<file path="config.mk">
export PLATFORM = sky130hd
export DESIGN_NAME = axi_wdata_router
export DESIGN_NICKNAME = d
export VERILOG_FILES = /design/src/rtl/axi_wdata_router.sv
export SDC_FILE = /design/constraint.sdc
export NUM_CORES = 1
export LEC_CHECK = 0
export ABC_CLOCK_PERIOD_IN_PS = 1900
export CAP_MARGIN = 20
export CORE_UTILIZATION = 25
export DETAILED_ROUTE_END_ITERATION = 8
export PLACE_DENSITY = 0.78
export SYNTH_ARGS = -nofsm -noshare
export SYNTH_HDL_FRONTEND = slang
export SYNTH_SLANG_ARGS = --single-unit
export TNS_END_PERCENT = 100
</file>
<file path="constraint.sdc">
create_clock -name i_clk -period 1.9 [get_ports i_clk]
set_clock_uncertainty 0.15 [all_clocks]
set_input_delay 0.19 -clock i_clk [delete_from_list [all_inputs] [get_ports i_clk]]
set_output_delay 0.19 -clock i_clk [all_outputs]
set_load 0.03 [all_outputs]
</file>
<file path="src/rtl/axi_wdata_router.sv">
// W-channel router: pops one master index per burst from the write-order FIFO
// and forwards that master's W beats to the single slave port until WLAST.
module axi_wdata_router #(
  parameter int NM = 4,
  parameter int DW = 32,
  parameter int SW = 2,
  parameter int BW = 8
) (
  input  logic                 i_clk,
  input  logic                 i_resetn,
  input  logic [SW-1:0]        i_fifo_data,
  input  logic                 i_fifo_empty,
  output logic                 o_fifo_pop,
  input  logic [NM-1:0]        i_m_wvalid,
  input  logic [NM*DW-1:0]     i_m_wdata,
  input  logic [NM*DW/8-1:0]   i_m_wstrb,
  input  logic [NM-1:0]        i_m_wlast,
  output logic [NM-1:0]        o_m_wready,
  output logic                 o_s_wvalid,
  output logic [DW-1:0]        o_s_wdata,
  output logic [DW/8-1:0]      o_s_wstrb,
  output logic                 o_s_wlast,
  input  logic                 i_s_wready,
  output logic [BW-1:0]        o_beat_cnt,
  output logic                 o_err
);

  localparam int unsigned NM_U = NM;
  localparam int unsigned SB   = DW / 8;

  typedef enum logic {
    ST_IDLE,
    ST_BURST
  } state_t;

  state_t          r_state;
  state_t          w_state_nxt;
  logic [SW-1:0]   r_sel;
  logic [BW-1:0]   r_beat_cnt;
  logic            r_err;

  logic            w_vld;
  logic            w_last;
  logic [DW-1:0]   w_data;
  logic [SB-1:0]   w_strb;
  logic            w_hs;
  logic            w_tail;
  logic            w_pop;
  logic            w_idx_ok;

  // Selected-master mux; the loop keeps NM that is not a power of two safe.
  always_comb begin
    w_vld  = 1'b0;
    w_last = 1'b0;
    w_data = '0;
    w_strb = '0;
    for (int unsigned k = 0; k < NM_U; k++) begin
      if (r_sel == SW'(k)) begin
        w_vld  = i_m_wvalid[k];
        w_last = i_m_wlast[k];
        w_data = i_m_wdata[k*DW +: DW];
        w_strb = i_m_wstrb[k*SB +: SB];
      end
    end
  end

  assign w_hs     = (r_state == ST_BURST) & w_vld & i_s_wready;
  assign w_tail   = w_hs & w_last;
  assign w_pop    = ~i_fifo_empty & ((r_state == ST_IDLE) | w_tail);
  assign w_idx_ok = (32'(i_fifo_data) < NM_U);

  always_ff @(posedge i_clk or negedge i_resetn) begin
    if (!i_resetn) begin
      r_state <= ST_IDLE;
    end else begin
      r_state <= w_state_nxt;
    end
  end

  // A pop at the tail takes priority over the return to IDLE.
  always_comb begin
    w_state_nxt = r_state;
    case (r_state)
      ST_IDLE: begin
        if (w_pop) w_state_nxt = w_idx_ok ? ST_BURST : ST_IDLE;
      end
      ST_BURST: begin
        if (w_pop)       w_state_nxt = w_idx_ok ? ST_BURST : ST_IDLE;
        else if (w_tail) w_state_nxt = ST_IDLE;
      end
      default: w_state_nxt = ST_IDLE;
    endcase
  end

  always_comb begin
    o_fifo_pop = w_pop;
    o_s_wvalid = 1'b0;
    o_s_wdata  = '0;
    o_s_wstrb  = '0;
    o_s_wlast  = 1'b0;
    o_m_wready = '0;
    if (r_state == ST_BURST) begin
      o_s_wvalid = w_vld;
      o_s_wdata  = w_data;
      o_s_wstrb  = w_strb;
      o_s_wlast  = w_last;
      for (int unsigned k = 0; k < NM_U; k++) begin
        if (r_sel == SW'(k)) o_m_wready[k] = i_s_wready;
      end
    end
  end

  always_ff @(posedge i_clk or negedge i_resetn) begin
    if (!i_resetn) begin
      r_sel      <= '0;
      r_beat_cnt <= '0;
      r_err      <= 1'b0;
    end else if (w_pop) begin
      r_beat_cnt <= '0;
      if (w_idx_ok) r_sel <= i_fifo_data;
      else          r_err <= 1'b1;
    end else if (w_hs && (r_beat_cnt != '1)) begin
      r_beat_cnt <= r_beat_cnt + 1'b1;
    end
  end

  assign o_beat_cnt = r_beat_cnt;
  assign o_err      = r_err;

endmodule

</file>
### After elaboration in Yosys (flattened, before gate mapping)

Cells that the tools add are included.

* add/subtract/negate cells: 1
* multipliers: 0
* div/mod/pow operators: 0
* order comparisons: 0
* equal/unequal tests: 4
* shift-type cells: 0
* multiplexer cells: 31
* bitwise logic cells: 7
* reductions and logical operators: 3

Operator list (count)
* two-way mux 32 bit: 5
* two-way mux 4 bit: 6
* two-way mux 1 bit: 17
* two-way mux 8 bit: 2
* adder 8 x 1 -> 8 bit (second input constant): 1
* inequality test 8 bit (second input constant): 1
* AND 1 bit: 4
* equality test 2 bit (second input constant): 2
* equality test 2 x 1 -> 1 bit (second input constant): 1
* logical NOT 2 bit: 1
* NOT 1 bit: 2
* case mux 1 bit (2 select lines): 1
* nonzero test 2 bit: 1
* logical AND 1 bit: 1
* OR 1 bit: 1

* register bits: 11
* latch bits: 0
* bits in writable memories: 0
* bits in read-only memories: 0
* bits of input ports: 158
* output and inout port bits: 52
* word-level logic and storage cells: 49
* memories kept: 0

### Depth between registers and ports, before layout

* depth after elaboration: 12
* mapped depth: 6
* mapped depth without buffers: 5

### Worst setup path after synthesis

Ideal clock, no wire load.

* kind: reg2reg
* from: register r_beat_cnt[0] (netlist: o_beat_cnt[0])
* to: register r_beat_cnt[7] (netlist: o_beat_cnt[7])
* library setup time: 0.087 ns
* arrival: 1.787 ns
* required time: 1.663 ns
* slack: -0.124 ns
* cell stages (with the launch flop): 6
* path buffers: 0
* period minus slack after synthesis: 2.024 ns
* cell sequence: dfrtp_1 > ha_1 > nand3_1 > o2111ai_1 > or4_1 > a22oi_1

* word-level cells in the longest chain between the ends: 3
* elaborated cells between the ends (all ways): 6
* classes of those cells: add/sub: 1; eq/ne: 1; mux: 2; reduce/logical: 2

RTL lines
* start: declaration: line 39 `logic [BW-1:0] r_beat_cnt;`
* start signal: assignment: line 123 `r_beat_cnt <= r_beat_cnt + 1'b1;`
* adder 8 x 1 -> 8 bit or inequality test 8 bit (tied branches): line 123, 122
* two-way mux 8 bit or logical AND 1 bit (tied branches): line 122 `end else if (w_hs && (r_beat_cnt != '1)) begin`
* two-way mux 8 bit or nonzero test 2 bit (tied branches)

Several ways; a longest one is shown, not always the timed one. The select of a mux whose other input is x is not followed.
A chain may end at the register's enable or synchronous reset.

### Final worst setup path

* from: register r_sel[0]
* to: output port o_s_wdata[4]

* word-level cells in the longest chain between the ends: 6
* elaborated cells between the ends (all ways): 9
* classes of those cells: eq/ne: 3; mux: 5; reduce/logical: 1

RTL lines
* start: declaration: line 38 `logic [SW-1:0] r_sel;`
* start signal: assignment: line 120 `if (w_idx_ok) r_sel <= i_fifo_data;`
* logical NOT 2 bit: line 58 `if (r_sel == SW'(k)) begin`
* two-way mux 32 bit (3 in a row): line 58
* two-way mux 32 bit *: line 58
* two-way mux 32 bit *: line 102 `if (r_state == ST_BURST) begin`
* end: declaration: line 20 `output logic [DW-1:0] o_s_wdata,`

Mark *: on every way between the ends. The rest lies on a longest branch, timed or not.

==> metrics <==
status finished, violations left; violated checks negative setup slack; Final Hold Viols 0; Final Setup Violations 47; Hold/Removal Path Class primary input to async pin; Clock Pin Slew Worst Setup and Hold Paths 50 ps; CP Max Fanout 6; Post-CTS Hold Fix Bufs 0; Num Clock Sinks 11; root buf cell clkbuf_8; Starting Density 0.264; Layout Nets 566; cell taking the most area after synthesis mux4_2; Rows 30; Seq cells post-synth 11; CP endpoint kind output port; post-synthesis cell count 169; critical path class register to output port; layout cells sized above 1 0.453; commonest non-fill, non-tap cells in the layout 165 x clkdlybuf4s50_1, 50 x buf_6, 37 x mux4_2; Syn Nets roughly 330; # DRC 0; DR vias/cell 5.02; I/O pin cnt 210; drt first pass iters 4; Final Critical Period 2200 ps; vias in the first global route approximately 2600; post-synth top area share 0.456; Async SR Flop Fraction 1.00; Register Area around 280 um2; Post-synth EDFFs 0; Max H-tree Level 1; reg-to-reg startpoint r_sel[0]$_DFFE_PN0P_; top post-synthesis cells by area mux4_2 46%, dfrtp_1 15%, and2_1 13%, a22oi_1 2.5%, buf_2 1.9%; via count around 2500; max cap viols 0; multi-input logic area between 1500 and 2000 um2; CTS buffer count 3; DRT iter0 DRCs 74; IO buf count around 210; largest net degree at the start of global routing 29; most common cell after layout, fill and taps aside clkdlybuf4s50_1; synthesized area per cell 10.8 um2; GR Overflow Total 0; Die X between 80 and 90 um; Critical Path Source Type register; Synthesis Warnings 0; Clock Path Buffers 2; leakage power total roughly 1.9 nW; Final Slew Violations 0; Synth-to-Final Area Change 157%; GPL Wtd Cong around 0.82; Filler Cell Count 549; post-layout util 0.679; GRT Util Overall 0.239; DRT antenna net count 0; Cell Pwr Density 1160 nW/um2; drt wl/cell 19.1 um; Final Worst Setup Slack -299 ps; register area share after synthesis 0.151; Max VDD drop about 0.73 mV; final instance area about 4700 um2; core area approximately 6900 um2; CP required around 1600 ps; Cell Area, Placed about 4200 um2; initial antenna violation count 0; first-pass GRT wire length 13900 um; DRT Wirelength around 9600 um; crit path from r_sel[0]$_DFFE_PN0P_; Critical Path AT 1860 ps; die area around 7600 um2; dpl hpwl approximately 7400 um; final worst path period share 1.16; ys flop type dfrtp_1; CTS tree yes; RSZ-0062 raised after global routing yes; Max Clock Freq 455 MHz; worst-skew pair later-pin latency 240 ps; die span in y roughly 87 um; post-synth cell types 35; Post-Syn Area around 1800 um2
==> cell type report <==
type | instances | share of cell area
well taps | 96 | 0.0256
inverters | 4 | 0.00320
flip-flops and latches | 11 | 0.0598
clock buffers | 3 | 0.00881
diodes | 1 | 0.000534
clock inverters | 1 | 0.00107
multi-input cells | 136 | 0.344
repair buffers | 251 | 0.557
==> cell usage after synthesis, types with 3 or more instances <==
cell and n:
buf_2 7, nor2_1 7, nand3_1 4, and2_1 38
nor3_1 3, clkbuf_1 9, a21oi_1 3, dfrtp_1 11
a22oi_1 6, nand4_1 4, nand2_1 6, inv_1 4
mux4_2 37
==> through the flow <==
step                std cells  hold slack (ps)  TNS (ps)  worst slack [ps]  total power [mW]
floorplan                 169             -256         0              7.68              2.58
CTS                       498              152     -8940              -316              5.31
detailed placement        481              412    -10020              -336              4.26
global route              502              165    -10610              -349              5.69
global placement          481              400     -9330              -325              4.23
finish                    503              128     -8070              -299              5.44
==> final timing paths <==
| check | depth (start not counted) | to | slack [ps] |
|---|---|---|---|
| worst min-delay path | 1 | o_beat_cnt[1]$_DFFE_PN0P_ | 130 |
| worst max register to register | 7 | o_beat_cnt[5]$_DFFE_PN0P_ | -260 |
| worst min register to register | 2 | o_beat_cnt[0]$_DFFE_PN0P_ | 470 |
| max in group asynchronous | 1 | r_sel[0]$_DFFE_PN0P_ | 1110 |
| min in group i_clk | 2 | r_state$_DFF_PN0_ | 430 |
| worst max-delay path | 7 | o_s_wdata[4] | -300 |
==> state kept, by name, summed over array words and instances (netlist names) <==
register	flops
r_sel	2
r_state	1
o_beat_cnt	8
==> cells by family (layout without fill, tap and decap cells) <==
| group | Yosys count | count (layout) | share of synthesized area |
|---|---|---|---|
| AND/OR/NAND/NOR | 71 | 71 | 0.223 |
| multiplexers | 39 | 39 | 0.467 |
| AO/OA/AOI/OAI | 24 | 24 | 0.0953 |
| buffers and inverters | 22 | 259 | 0.0541 |
| flip-flops | 11 | 11 | 0.151 |
| adder cells (fa/ha/maj) | 1 | 1 | 0.00685 |
| other | 1 | 2 | 0.00205 |
==> layer usage <==
| layer | GRT usage | share of wire |
|---|---|---|
| met4 | 0.0805 | 0.033 |
| met3 | 0.0730 | 0.087 |
| met1 | 0.269 | 0.37 |
| met5 | 0 | 0 |
| met2 | 0.428 | 0.51 |
==> worst max-delay path: stages, from the launching register on <==
cell and delay [ps]:
dfrtp_2 420, buf_12 140, buf_12 130, buf_12 130
buf_6 110, mux4_2 400, and2_4 150, buf_6 130
==> report_power, final <==
group / internal, mW / switching [mW]
registers: 0.291 / 0.0750
logic: 2.71 / 2.12
clock network: 0.145 / 0.0964
total: 3.14 / 2.29
==> repair_timing <==
action / CTS / global route
endpoints found under the setup margin: 47 / 50
endpoints found under the hold margin: 0 / 0
pin swaps: 30 / 8
buffers inserted: 12 / 6
cloned: 1 / 0
resized for setup: 242 / 26
(Power assumes the default switching activity.)
